$ cat src/rtl/collide_sweeper.sv
// collide_sweeper
// Sweeps grid cells 0..NUM_CELLS-1 through an external collision stage.
// Each cell is read from BRAM, handed to the collision stage, and the
// collided result is written back to the same address. The collision stage
// returns results in order, so a FIFO of issued addresses tells each result
// where it goes. The number of cells in flight is capped at FIFO_DEPTH.
//
// Ports
//   clk_in, rst_in     : clock, asynchronous active-high reset
//   start_in           : sweep start pulse, honoured only while idle
//   bram_raddr_out     : BRAM read address (the read counter)
//   bram_rdata_in      : nine densities of the addressed cell, BRAM_LAT later
//   coll_data_out      : densities passed to the collision stage
//   coll_valid_out     : coll_data_out valid
//   coll_result_in     : collided densities
//   coll_done_in       : coll_result_in valid
//   bram_waddr_out / bram_wdata_out / bram_we_out : write-back port
//   busy_out           : sweep in progress (ISSUE or DRAIN)
//   sweep_done_out     : one-cycle end-of-sweep pulse
//   error_out          : sticky protocol error
module collide_sweeper #(
  parameter int NUM_CELLS  = 3072,
  parameter int ADDR_W     = 12,
  parameter int BRAM_LAT   = 2,
  parameter int FIFO_DEPTH = 32
) (
  input  logic              clk_in,
  input  logic              rst_in,
  input  logic              start_in,
  output logic [ADDR_W-1:0] bram_raddr_out,
  input  logic [8:0][7:0]   bram_rdata_in,
  output logic [8:0][7:0]   coll_data_out,
  output logic              coll_valid_out,
  input  logic [8:0][7:0]   coll_result_in,
  input  logic              coll_done_in,
  output logic [ADDR_W-1:0] bram_waddr_out,
  output logic [8:0][7:0]   bram_wdata_out,
  output logic              bram_we_out,
  output logic              busy_out,
  output logic              sweep_done_out,
  output logic              error_out
);

  localparam int PTR_W = (FIFO_DEPTH > 1) ? $clog2(FIFO_DEPTH) : 1;
  localparam int CNT_W = PTR_W + 1;
  localparam logic [CNT_W-1:0]  DEPTH_C   = CNT_W'(FIFO_DEPTH);
  localparam logic [ADDR_W-1:0] LAST_ADDR = ADDR_W'(NUM_CELLS - 1);

  typedef enum logic [1:0] {S_IDLE, S_ISSUE, S_DRAIN, S_FINISH} state_t;

  state_t                           state_q, state_d;
  logic [ADDR_W-1:0]                rd_cnt_q, rd_cnt_d;
  logic [CNT_W-1:0]                 outst_q, outst_d;
  logic [CNT_W-1:0]                 fifo_cnt_q, fifo_cnt_d;
  logic [PTR_W-1:0]                 wr_ptr_q, wr_ptr_d;
  logic [PTR_W-1:0]                 rd_ptr_q, rd_ptr_d;
  logic                             error_q, error_d;
  logic [BRAM_LAT-1:0]              sr_vld_q, sr_vld_d;
  logic [BRAM_LAT-1:0][ADDR_W-1:0]  sr_addr_q, sr_addr_d;
  logic [ADDR_W-1:0]                fifo_mem [FIFO_DEPTH];

  logic              issue;
  logic              push;
  logic              push_ok;
  logic              pop;
  logic [ADDR_W-1:0] push_addr;

  // A read is issued only while the in-flight count leaves room in the FIFO,
  // which keeps pushes from ever meeting a full FIFO in legal operation.
  assign issue     = (state_q == S_ISSUE) && (outst_q < DEPTH_C);
  assign push      = sr_vld_q[BRAM_LAT-1];
  assign push_addr = sr_addr_q[BRAM_LAT-1];
  assign pop       = coll_done_in && (fifo_cnt_q != '0);
  // Pop is applied first, so a full FIFO still accepts a push alongside a pop.
  assign push_ok   = push && ((fifo_cnt_q != DEPTH_C) || pop);

  // Address/valid delay line matching the BRAM read latency.
  genvar gi;
  generate
    for (gi = 0; gi < BRAM_LAT; gi++) begin : g_sr
      if (gi == 0) begin : g_head
        assign sr_vld_d[gi]  = issue;
        assign sr_addr_d[gi] = rd_cnt_q;
      end else begin : g_tail
        assign sr_vld_d[gi]  = sr_vld_q[gi-1];
        assign sr_addr_d[gi] = sr_addr_q[gi-1];
      end
    end
  endgenerate

  // State register and datapath flops.
  always_ff @(posedge clk_in or posedge rst_in) begin
    if (rst_in) begin
      state_q    <= S_IDLE;
      rd_cnt_q   <= '0;
      outst_q    <= '0;
      fifo_cnt_q <= '0;
      wr_ptr_q   <= '0;
      rd_ptr_q   <= '0;
      error_q    <= 1'b0;
      sr_vld_q   <= '0;
      sr_addr_q  <= '0;
    end else begin
      state_q    <= state_d;
      rd_cnt_q   <= rd_cnt_d;
      outst_q    <= outst_d;
      fifo_cnt_q <= fifo_cnt_d;
      wr_ptr_q   <= wr_ptr_d;
      rd_ptr_q   <= rd_ptr_d;
      error_q    <= error_d;
      sr_vld_q   <= sr_vld_d;
      sr_addr_q  <= sr_addr_d;
    end
  end

  // FIFO storage; contents are only observed through a pop, so no reset.
  always_ff @(posedge clk_in) begin
    if (push_ok) begin
      fifo_mem[wr_ptr_q] <= push_addr;
    end
  end

  // Next-state and read counter.
  always_comb begin
    state_d  = state_q;
    rd_cnt_d = rd_cnt_q;
    case (state_q)
      S_IDLE: begin
        if (start_in) begin
          state_d  = S_ISSUE;
          rd_cnt_d = '0;
        end
      end
      S_ISSUE: begin
        if (issue) begin
          rd_cnt_d = rd_cnt_q + 1'b1;
          if (rd_cnt_q == LAST_ADDR) begin
            state_d = S_DRAIN;
          end
        end
      end
      S_DRAIN: begin
        if (outst_q == '0) begin
          state_d = S_FINISH;
        end
      end
      S_FINISH: state_d = S_IDLE;
      default:  state_d = S_IDLE;
    endcase
  end

  // Occupancy, pointers and sticky error.
  always_comb begin
    outst_d    = outst_q + {{PTR_W{1'b0}}, issue} - {{PTR_W{1'b0}}, pop};
    fifo_cnt_d = fifo_cnt_q + {{PTR_W{1'b0}}, push_ok} - {{PTR_W{1'b0}}, pop};
    wr_ptr_d   = wr_ptr_q + {{(PTR_W-1){1'b0}}, push_ok};
    rd_ptr_d   = rd_ptr_q + {{(PTR_W-1){1'b0}}, pop};
    // A result with no address to return to, or an address with no room.
    error_d    = error_q | (coll_done_in && (fifo_cnt_q == '0)) | (push && !push_ok);
  end

  // Outputs.
  always_comb begin
    busy_out       = (state_q == S_ISSUE) || (state_q == S_DRAIN);
    sweep_done_out = (state_q == S_FINISH);
    error_out      = error_q;
    bram_raddr_out = rd_cnt_q;
    coll_valid_out = push;
    // Densities pass straight through untouched; zero when not valid.
    coll_data_out  = push ? bram_rdata_in : '0;
    bram_we_out    = pop;
    bram_waddr_out = pop ? fifo_mem[rd_ptr_q] : '0;
    bram_wdata_out = pop ? coll_result_in : '0;
  end

endmodule

$ cat config.mk
export PLATFORM = sky130hd
export DESIGN_NAME = collide_sweeper
export DESIGN_NICKNAME = d
export VERILOG_FILES = /design/src/rtl/collide_sweeper.sv
export SDC_FILE = /design/constraint.sdc
export NUM_CORES = 1
export LEC_CHECK = 0
export ABC_AREA = 1
export BUFFER_PORTS_ARGS = -buffer_cell sky130_fd_sc_hd__buf_2
export CORE_MARGIN = 4
export CORE_UTILIZATION = 40
export CTS_BUF_LIST = sky130_fd_sc_hd__clkbuf_4
export DETAILED_ROUTE_END_ITERATION = 12
export GPL_TIMING_DRIVEN = 0
export PLACE_DENSITY_LB_ADDON = 0.2
export SYNTH_ARGS = -nofsm -noshare
export SYNTH_HDL_FRONTEND = slang
export SYNTH_SLANG_ARGS = --single-unit
$ cat constraint.sdc
create_clock -name clk_in -period 3.15 [get_ports clk_in]
set_input_delay 0 -clock clk_in [delete_from_list [all_inputs] [get_ports clk_in]]
set_output_delay 0 -clock clk_in [all_outputs]
set_load 0.02 [all_outputs]
# == Word-level counts from Yosys, hierarchy flattened ==
# Memory sizes are Yosys's and may differ from the RTL's.
# Index checks and enable logic that the tools add are counted.
# op_classes
add_sub_neg,7
n_mul,0
div_mod_pow,0
n_lt_le_gt_ge,1
n_eq_ne,9
n_shift,0
n_mux,13
bitwise,2
reduce_logical,15
# ops
operator,count
72-bit 2-to-1 mux,2
12-bit 2-to-1 mux,3
12-bit one-hot mux with 2 select lines,1
"12-bit by 1-bit adder with 12-bit output, second input constant",1
6-bit by 1-bit adder with 6-bit output,2
"12-bit == test, second input constant",1
6-bit zero test,2
6-bit by 1-bit subtractor with 6-bit output,2
5-bit by 1-bit adder with 5-bit output,2
2-bit 2-to-1 mux,4
2-bit one-hot mux with 4 select lines,1
"6-bit less-than comparator, second input constant",1
"2-bit inequality test, second input constant",3
"6-bit inequality test, second input constant",1
6-bit nonzero test,1
1-bit logical AND,5
"2-bit == test, second input constant",2
4-bit AND reduction,1
3-bit AND reduction,1
"2-bit by 1-bit == test with 1-bit output, second input constant",1
2-bit zero test,1
1-bit logical OR,2
1-bit 2-to-1 mux,2
"2-bit by 1-bit inequality test with 1-bit output, second input constant",1
other kinds (3),4
# word_totals
register_bits,63
latchBits,0
ram_bits,384
rom_bits,0
input_bits,148
out_inout_bits,173
word_cells,58
n_memories,1
# memory_table
memory,depth,word_bits,read_ports,rd_clocked_by_memory_dff,write_ports,line_no,rtl
fifo_mem,32,12,1,0,1,60,logic [ADDR_W-1:0] fifo_mem [FIFO_DEPTH];

# == Depth between registers and ports, before layout ==
# logic_depth
ltp_word,7
mapped_depth,20
ltp_nobuf,20

# == Worst setup path after synthesis ==
# OpenSTA, ideal clock, no wires.
# synth_timing
path_kind,register to register
from,reg fifo_cnt_q[2]
to,mem fifo_mem[12][0] (enable)
setup_time_ns,0.396
arrival_time_ns,2.083
t_required_ns,2.754
path_slack_ns,0.671
path_stages_with_launch,11
n_path_buf,1
period_less_slack_ns,2.479
cell_sequence,dfrtp_1 > inv_1 > ha_1 > nand2_1 > nor2_1 > nand2_1 > nand2_1 > nand3_1 > nand2_2 > buf_4 > nor3_1
# synth_between
elab_chain_len,6
word_cells_on_any_way,7
classes_between,eq/ne: 1; mux: 2; reduce/logical: 4
# synth_lines
item,line_no,rtl
from (decl),54,"logic [CNT_W-1:0] fifo_cnt_q, fifo_cnt_d;"
from (signal assigned),107,fifo_cnt_q <= fifo_cnt_d;
6-bit nonzero test,73,assign pop = coll_done_in && (fifo_cnt_q != '0);
1-bit logical AND,73,
1-bit logical OR *,75,assign push_ok = push && ((fifo_cnt_q != DEPTH_C) || pop);
1-bit logical AND *,75,
1-bit 2-to-1 mux *,118,if (push_ok) begin
1-bit 2-to-1 mux (not written as such) *,119,fifo_mem[wr_ptr_q] <= push_addr;
to (decl),60,
# Every way passes the cells marked *; elsewhere a longest branch is shown, timed or not.

# == Worst setup path in the final report ==
# layout_timing
from,reg rd_ptr_q[1]
to,out bram_waddr_out[5]
# layout_between
elab_chain_len,2
# layout_lines
item,line_no,rtl
from (decl),56,"logic [PTR_W-1:0] rd_ptr_q, rd_ptr_d;"
from (signal assigned),109,rd_ptr_q <= rd_ptr_d;
memory read 32 x 12 bit,--,
12-bit 2-to-1 mux,172,bram_waddr_out = pop ? fifo_mem[rd_ptr_q] : '0;
to (decl),36,"output logic [ADDR_W-1:0] bram_waddr_out,"
# Every way passes these cells.

==> results_dict.tcl <==
set metrics [dict create \
    synth_nets 2252 \
    p_leak_nw 11.8 \
    fin_skew_ns 0.0628 \
    critPathCaptureType "primary output" \
    tightest_slew_ns 1.39 \
    wl_mm 68.6 \
    htree_levels 3 \
    period_share_pct 97.4 \
    max_stage_delay_ns 0.40 \
    core-area_mm2 0.0502 \
    drv_cap 0 \
    slew_headroom_pct 7.51 \
    netlist_area_mm2 0.0203 \
    crit_buf_inv 5 \
    synth_area_per_cell_um2 9.78 \
    fin_crit_ns 3.07 \
    dp_cells 3091 \
    place_area_mm2 0.0231 \
    power.density_mw_per_mm2 792 \
    ioPinCount 321 \
    start_util_pct 40.5 \
    crit_chain "buf_6 > inv_4 > buf_4 > buf_2 > nand2_1 > nand3_1 > nand2_1 > nor2_1 > nor2_1 > nor2_1 > buf_2" \
    seq_area_frac_synth_pct 64.5 \
    postCtsSetupRepairBufs 0 \
    min_from "start_in" \
    cp_common_cell "nor2_1" \
    pwr-share-comb_pct 38.4 \
    crit_family "buffers and inverters" \
    cts-root-buf "clkbuf_4" \
    intPower_mw 11.6 \
    ys_warn_count 0 \
    stdcell_area_mm2 0.0247 \
    setup.worst_path.class "reg2out" \
    tns_ns 0 \
    final_cells 3304 \
    finalSetupViolations 0 \
    synth_top_area_share_pct 56.8 \
    p_sw_mw 8.00 \
    r2r_slack_ns 0.19 \
    grt_use_total_pct 24.8 \
    clkSlewWorstSetupHoldPaths_ns 0.07 \
    r2r-end "fifo_mem[31][9]$_DFFE_PP_" \
    hold_path_end "bram_raddr_out[1]$_DFFE_PP0P_" \
    slowest_stage "dfrtp_1" \
    drive_gt1_share_pct 25.4 \
    ys_seq_elements 447 \
    routed_via_density 4.90 \
    vdd.ir_drop.worst_uv 411 \
    min_path_type "in2reg" \
    post-dp-hpwl_mm 50.9 \
    drtAntennaViolNets 0 \
    port_buffers 320 \
    area_growth_pct 21.5 \
    initialDrtViolationCount 1410 \
    ys_top_cells_by_count "nand2_1 (594), edfxtp_1 (384), inv_1 (318), nor2_1 (214), nand3_1 (211)" \
    holdPathStages 5 \
    path_depth 11 \
    die_width_um 233 \
    arrival_ns 3.07 \
    antenna_found_initial 8 \
    synth_edf_count 384 \
    hold_viol_final 0 \
    multi_input_area_mm2 0.00545 \
    slew_viol_final 0 \
    fill_cells 4702 \
    synth_top_cell_by_area "edfxtp_1" \
    routedWlPerCell_um 20.8 \
    drc_errors 0 \
    grt_pass1_wl_mm 98.8 \
    path_max_fanout 10 \
    overflow 0 \
    async_flop_share_pct 14.1 \
    num_rows 82 \
    swShare_pct 40.9 \
    seq_power_share_pct 36.8 \
    via_count 16184 \
    synth.most_common_cell "nand2_1" \
    r2r_cells 9 \
    layout.nets 2713 \
    rr_startpoint "fifo_cnt_q[2]$_DFF_PP0_" \
    synth_ff_type "edfxtp_1" \
    syn_inst 2078 \
    numCtsBuffers 113 \
    die_area_mm2 0.0545 \
    holdWs_ns 0.0977 \
    status "finished clean" \
    die_h_um 233 \
    fmax_mhz 326 \
    critPathLaunchType "register" \
    cts_tree "built" \
    place.gp.congestion 0.976 \
    power_frac_clock_pct 24.9 \
    synth_area_leaders "edfxtp_1 (57%), nand2_1 (11%), dfrtp_1 (7.8%)" \
    seq_area_mm2 0.0131 \
    netlist-cell-type-count 32 \
    clock_path_buffers 3 \
    grt_max_degree 40 \
    clock-sinks 447 \
    crit_required_ns 3.15 \
    drt_pass1_iterations 6 \
    grt_pass1_vias 16105 \
    clk_latency_ns 0.89 \
]
[flip-flops by register name, indices dropped and copies added, names as in the netlist, 2 cells and up]
register	cells
sr_addr_d	12
push_addr	12
state_q	2
sr_vld_q	2
fifo_mem	384
wr_ptr_q	5
bram_raddr_out	12
outst_q	6
fifo_cnt_q	6
rd_ptr_q	5
[tightest hold or removal path: stages]
cell and delay (ns):
dlygate4sd3_1 0.52, buf_2 0.09, inv_1 0.04, nand2_1 0.07
a32o_1 0.17
[per-stage QoR]
step	setup WS (ns)	utilization (%)	power, mW
global placement	-0.591	45.4	14.5
finish	0.0832	49.2	19.6
detailed placement	-0.122	46.1	14.7
CTS	-0.148	49.0	19.6
floorplan	0.671	-	11.8
global route	-0.0170	49.2	20.7
[power by group through the flow]
stage          Sequential [mW]  Clock, mW  Combinational [mW]
3_3_place_gp              7.31          0                7.18
4_1_cts                   7.19       4.97                7.40
3_5_place_dp              7.32          0                7.36
6_report                  7.19       4.86                7.51
2_1_floorplan             7.17          0                4.64
5_1_grt                   7.24       5.33                8.17
[layer usage]
layer  wire length (µm)  track usage (%)  up-vias
met5                  0                0        -
met4               3170             12.0        0
met3               5880             7.39      138
met2              32700             40.0      728
met1              26900             30.7     7675
li1                   -                -     7643
[timing repair]
| item | in CTS | in global routing |
|---|---|---|
| setup endpoints to repair | 71 | 171 |
| hold endpoints to repair | 82 | 0 |
| hold buffers | 5 | 0 |
| resized for setup | 1 | 24 |
[layout make-up]
type                       instances  share of cell area [%]
clock inverter                    31                   0.659
buffer                           112                    2.94
tap                              672                    3.41
timing repair buffer             346                    7.65
clock buffer                     169                    5.14
inverter                         323                    4.95
sequential                       447                    53.1
antenna                            8                  0.0811
multi-input combinational       1196                    22.1
[worst max path at each step]
| stage | slack, ns | endpoint | from |
|---|---|---|---|
| 2_1_floorplan | 0.67 | fifo_mem[12][0]$_DFFE_PP_ | fifo_cnt_q[2]$_DFF_PP0_ |
| 6_report | 0.08 | bram_waddr_out[5] | rd_ptr_q[1]$_DFF_PP0_ |
| 5_1_grt | -0.02 | bram_waddr_out[5] | rd_ptr_q[1]$_DFF_PP0_ |
| 3_5_place_dp | -0.12 | fifo_mem[23][10]$_DFFE_PP_ | fifo_cnt_q[2]$_DFF_PP0_ |
| 3_3_place_gp | -0.59 | fifo_mem[22][4]$_DFFE_PP_ | fifo_cnt_q[2]$_DFF_PP0_ |
| 4_1_cts | -0.15 | fifo_mem[23][0]$_DFFE_PP_ | fifo_cnt_q[2]$_DFF_PP0_ |
[cell usage in the layout, fill, tap and decap left out, drive strengths merged]
master	netlist	layout
a21oi	20	20
a32o	1	1
buf	88	427
bufinv	0	1
clkbuf	24	195
clkinv	1	27
clkinvlp	0	4
dfrtp	63	63
diode	0	8
dlygate4sd3	0	5
edfxtp	384	384
fa	2	2
ha	24	24
inv	322	322
nand2	595	595
nand3	211	211
nand4	11	11
nor2	215	215
nor3	28	28
nor3b	1	1
o211ai	1	1
o21ai	73	73
o31ai	1	1
or2	1	1
xnor2	1	1
xor2	11	11
[cells by family (layout without fill, tap and decap cells)]
family | after synthesis | after routing | synth area share [%]
AND/OR/NAND/NOR | 1062 | 1062 | 21.3
flip-flops | 447 | 447 | 64.5
buffers and inverters | 435 | 981 | 9.53
AO/OA/AOI/OAI | 96 | 96 | 2.41
adder cells (fa/ha/maj) | 26 | 26 | 1.68
XOR/XNOR | 12 | 12 | 0.517
other | 0 | 8 | 0
Power figures use the tool's default switching activity.
